<file path="src/rtl/imem_arb_pkg.sv">
// Shared definitions for the instruction memory arbiter: default sizing,
// index-width helper, address array types and the round-robin pointer step.
package imem_arb_pkg;

  localparam int DEF_N_REQ             = 4;
  localparam int DEF_MEMORY_WIDTH      = 16;
  localparam int DEF_MEMORY_ADDR_WIDTH = 11;

  // Width of a requester index; never below one bit so the pointer is a real signal.
  function automatic int idx_width(input int n);
    return (n > 1) ? $clog2(n) : 1;
  endfunction

  localparam int REQ_IDX_WIDTH = idx_width(DEF_N_REQ);

  typedef logic [DEF_MEMORY_ADDR_WIDTH-1:0] addr_t;
  typedef addr_t addr_array_t [DEF_N_REQ];

  // Round-robin pointer step: one past the last winner, wrapping n-1 -> 0.
  function automatic int rr_next(input int ptr, input int n);
    return (ptr >= n - 1) ? 0 : ptr + 1;
  endfunction

endpackage

</file>
<file path="src/rtl/rr_priority_select.sv">
// Combinational round-robin priority selector: picks the first asserted
// request at or after rr_ptr, wrapping around the request vector.
module rr_priority_select
  import imem_arb_pkg::*;
#(
  parameter  int N_REQ = DEF_N_REQ,
  localparam int IW    = idx_width(N_REQ)
) (
  input  logic [N_REQ-1:0] req,
  input  logic [IW-1:0]    rr_ptr,
  output logic [N_REQ-1:0] grant,
  output logic [IW-1:0]    winner,
  output logic             any_grant
);

  // Scan from rr_ptr upward modulo N_REQ; the first hit wins.
  always_comb begin
    int idx;
    // NOTE: every output gets a default before the scan so no path leaves
    // a value unassigned, which would infer a latch.
    grant     = '0;
    winner    = '0;
    any_grant = 1'b0;
    idx       = 0;
    for (int k = 0; k < N_REQ; k++) begin
      idx = int'(rr_ptr) + k;
      if (idx >= N_REQ) idx = idx - N_REQ;
      if (!any_grant && req[idx]) begin
        any_grant  = 1'b1;
        grant[idx] = 1'b1;
        winner     = IW'(idx);
      end
    end
  end

endmodule

</file>
<file path="src/rtl/instruction_memory_arbiter.sv">
// Round-robin arbiter sharing one single-port instruction memory (1-cycle
// read latency) among N_REQ basic_block engines. One address per cycle,
// response data broadcast with a per-engine registered resp_valid.
// Optional feature: define IMEM_ARB_COALESCE_EN to also grant every valid
// requester whose address matches the primary winner's in the same cycle.
module instruction_memory_arbiter
  import imem_arb_pkg::*;
#(
  parameter int N_REQ             = DEF_N_REQ,
  parameter int MEMORY_WIDTH      = DEF_MEMORY_WIDTH,
  parameter int MEMORY_ADDR_WIDTH = DEF_MEMORY_ADDR_WIDTH
) (
  input  logic                               clk,
  input  logic                               reset,
  input  logic [N_REQ-1:0]                   req_valid,
  input  logic [N_REQ*MEMORY_ADDR_WIDTH-1:0] req_addr,
  output logic [N_REQ-1:0]                   req_ready,
  output logic [MEMORY_WIDTH-1:0]            req_data,
  output logic [N_REQ-1:0]                   resp_valid,
  output logic                               mem_en,
  output logic [MEMORY_ADDR_WIDTH-1:0]       mem_addr,
  input  logic [MEMORY_WIDTH-1:0]            mem_rdata
);

  localparam int IW = idx_width(N_REQ);

  logic [IW-1:0]                rr_ptr;
  logic [N_REQ-1:0]             live_req;
  logic [N_REQ-1:0]             primary_grant;
  logic [N_REQ-1:0]             resp_q;
  logic [IW-1:0]                winner;
  logic                         any_grant;
  logic [MEMORY_ADDR_WIDTH-1:0] addr_arr [N_REQ];

  // Requests are ignored while reset is held, so grants and the memory port stay quiet.
  assign live_req = reset ? req_valid : '0;

  for (genvar i = 0; i < N_REQ; i++) begin : g_addr
    assign addr_arr[i] = req_addr[i*MEMORY_ADDR_WIDTH +: MEMORY_ADDR_WIDTH];
  end

  rr_priority_select #(.N_REQ(N_REQ)) u_select (
    .req       (live_req),
    .rr_ptr    (rr_ptr),
    .grant     (primary_grant),
    .winner    (winner),
    .any_grant (any_grant)
  );

  assign mem_en   = any_grant;
  assign mem_addr = any_grant ? addr_arr[winner] : '0;
  assign req_data = mem_rdata;

`ifdef IMEM_ARB_COALESCE_EN
  // Piggy-back every live requester fetching the same word as the primary winner.
  always_comb begin
    req_ready = '0;
    for (int i = 0; i < N_REQ; i++) begin
      if (any_grant && live_req[i] && (addr_arr[i] == mem_addr)) req_ready[i] = 1'b1;
    end
  end
`else
  assign req_ready = primary_grant;
`endif

  // Pointer advances past the primary winner; resp_valid tracks last cycle's grants.
  always_ff @(posedge clk) begin
    if (!reset) begin
      rr_ptr <= '0;
      resp_q <= '0;
    end else begin
      // NOTE: state registers use non-blocking assignment so every flop samples
      // pre-edge values regardless of statement order.
      resp_q <= req_ready;
      if (any_grant) rr_ptr <= IW'(rr_next(int'(winner), N_REQ));
    end
  end

  // A read in flight when reset arrives is discarded rather than reported.
  assign resp_valid = resp_q & {N_REQ{reset}};

endmodule

</file>
<file path="config.mk">
export PLATFORM = sky130hd
export DESIGN_NAME = instruction_memory_arbiter
export DESIGN_NICKNAME = d
export VERILOG_FILES = /design/src/rtl/imem_arb_pkg.sv /design/src/rtl/rr_priority_select.sv /design/src/rtl/instruction_memory_arbiter.sv
export SDC_FILE = /design/constraint.sdc
export NUM_CORES = 1
export LEC_CHECK = 0
export CORE_MARGIN = 8
export CORE_UTILIZATION = 31
export CTS_CLUSTER_SIZE = 30
export DETAILED_ROUTE_END_ITERATION = 6
export DONT_BUFFER_PORTS = 1
export SYNTH_ARGS = -nofsm -noshare
export SYNTH_HDL_FRONTEND = slang
export SYNTH_SLANG_ARGS = --single-unit
export TNS_END_PERCENT = 50
</file>
<file path="constraint.sdc">
create_clock -name clk -period 3.65 [get_ports clk]
set_input_delay 0.365 -clock clk [delete_from_list [all_inputs] [get_ports clk]]
set_output_delay 0.365 -clock clk [all_outputs]
set_load 0.02 [all_outputs]
</file>
==> impl_metrics.yaml <==
timing:
  hold_viol_final: 0
  relSlewSlack: 0.470
  finalCriticalPeriod_ns: 3.43
  fmax_mhz: 292
  final_max_slew_viol_count: 0
  tightest_slew_ns: 0.788
  grt_setup_unrepaired: "false"
  setup_tns_ns: 0
  finalSetupViolations: 0
  finalClockSkew_ns: 0.00575
  fin_crit_sh: 0.939
final_layout:
  fin_cells: 305
  finalNetCount: 309
  syn_to_final_growth_pct: -2.28
  drive_gt1_frac: 0.107
  n_antenna_cell: 0
clocking:
  numCtsBuffers: 3
  clkLatencyLatePin_ns: 0.22
  cts_setup_buffers: 0
  root_buffer: "clkbuf_8"
  clkSinkCount: 6
  cts-resized-gates: 0
  htreeDepth: 1
  tritoncts: "built"
  cts_hold_buf: 0
  clk_pin_slew_worst_paths_ns: 0.04
  clock_path_buffers: 2
logic_synthesis:
  synth.avg_cell_area_um2: 6.70
  synth_edf_count: 0
  synth_nets: 336
  seq_area_frac_synth: 0.0685
  ys_ff_latch: 6
  synthTopCellsByArea: "nand2_1 14%, a311oi_1 11%, a211oi_1 9.8%"
  yosysWarnings: 0
  synth_top_area_share: 0.143
  synth_cells: 262
  async_flop_share: 0
  synth.distinct_cells: 38
  synth.most_common_cell: "nand2_1"
  synthTopCellsByCount: "67 x nand2_1, 26 x a21oi_1, 23 x a211oi_1"
  netlist_area_um2: 1750
  synth-main-ff-cell: "dfxtp_1"
  synth_top_area_cell: "nand2_1"
placed_design:
  dp_hpwl_mm: 4.29
  dp_cells: 302
  port_buffers: 0
  gp_congestion: 0.842
global_routing:
  grtUsageTotal: 0.131
  grt-ovfl-total: 0
  grt_pass1_vias: 1705
  grt_max_degree: 50
  grt_pass1_wl_mm: 9.19
  grt_antenna_before_repair: 0
worst_setup_path:
  critPathKind: "flop to output port"
  arrival_ns: 3.06
  endpoint_kind: "output port"
  max_stage_delay_ns: 0.56
  slowest_stage: "dfxtp_1"
  required_ns: 3.28
  worstPathMaxFanout: 22
  startpoint_type: "flop"
  crit_chain: "inv_1, ha_1, mux4_2, nand2b_2, nand2_4, a311oi_1, o22ai_1"
drt:
  drt_wl_total_mm: 5.74
  num_vias: 1875
  post-route-drc-count: 0
  drt_iter0_markers: 214
  ant_nets: 0
  wire_per_inst_um: 18.8
  drt_first_pass_iters: 4
  vias_per_cell: 6.15
outcome:
  status: "complete, no violations"
floorplan:
  io_pins: 102
  coreArea_um2: 5470
  die-area_um2: 8320
  die_w_um: 91.2
  die_h_um: 91.2
  rows: 27
  start_util: 0.321
pwr:
  vdd_drop_max_v: 0.000149
  pwr_density_cell_nw_per_um2: 365
  p_leak_uw: 0.000569
worst_hold_path:
  hold_path_class: "input pin to flop"
run:
  max_cap_viol_count: 0
[final timing paths]
check	start	endpoint	slack, ns	depth (start not counted)
max	rr_ptr[1]$_SDFFE_PN0P_	mem_addr[4]	0.22	7
min	reset	rr_ptr[0]$_SDFFE_PN0P_	0.26	1
max reg2reg	rr_ptr[1]$_SDFFE_PN0P_	rr_ptr[1]$_SDFFE_PN0P_	0.98	7
min reg2reg	rr_ptr[1]$_SDFFE_PN0P_	rr_ptr[1]$_SDFFE_PN0P_	0.74	2
[per-layer routing]
layer | track usage | routed length [um]
met1 | 0.153 | 2120
met2 | 0.227 | 2970
met3 | 0.0362 | 582
met4 | 0.0409 | 65
met5 | 0 | 0
[through the flow]
step / util / total power (uW) / hold slack [ns] / setup slack (ns) / cell area [um^2]
finish: 0.313 / 626 / 0.262 / 0.221 / 1710
global route: 0.313 / 678 / 0.256 / 0.0168 / 1710
floorplan: - / 480 / 0.483 / 0.0613 / 1750
global placement: 0.303 / 516 / 0.488 / 0.363 / 1660
detailed placement: 0.303 / 520 / 0.490 / 0.317 / 1660
CTS: 0.311 / 620 / 0.259 / 0.0819 / 1700
[where the power goes]
part / total (uW) / internal, uW / leakage (uW) / switching [uW]
clock network: 97.3 / 70.7 / 0.0000216 / 26.6
registers: 87.6 / 76.2 / 0.0000497 / 11.5
logic: 441 / 149 / 0.000497 / 292
[state kept, by name, indices dropped and copies added, names as in the netlist]
| register | count |
|---|---|
| rr_ptr | 2 |
| resp_q | 4 |
[worst max-delay path, delay by kind of cell, from the launching register on]
kind,cells,cell delay [ns]
mux,1,0.43
compound gates,2,0.75
fa+ha+maj,1,0.43
flops,1,0.56
simple gates,2,0.51
buf+inv,1,0.17
[cells by family after synthesis]
logic type | after synthesis | share of synthesized area
compound gates | 105 | 0.432
buf+inv | 46 | 0.166
fa+ha+maj | 8 | 0.0571
mux | 4 | 0.0378
simple gates | 93 | 0.238
flops | 6 | 0.0685
[placed cells by master, fill, tap and decap left out, types with 3 or more instances in the layout]
cell type / n
nor3b_1: 3
o31ai_1: 8
nand2_1: 67
a211oi_1: 23
o22ai_1: 11
a22oi_1: 8
clkbuf_8: 3
and2_1: 5
nor3_1: 3
nor2_1: 6
inv_1: 3
dfxtp_1: 5
a21oi_1: 26
ha_1: 8
buf_4: 10
a311oi_1: 22
[cell type report]
| type | count | area (um^2) |
|---|---|---|
| Inverter | 3 | 11.3 |
| Timing Repair Buffer | 11 | 95.1 |
| Multi-Input combinational cell | 210 | 1360 |
| Fill cell | 607 | 3760 |
| Sequential cell | 6 | 121 |
| Clock buffer | 3 | 41.3 |
| Tap cell | 72 | 90.1 |
Note: power is estimated with default switching activity, not from simulation.
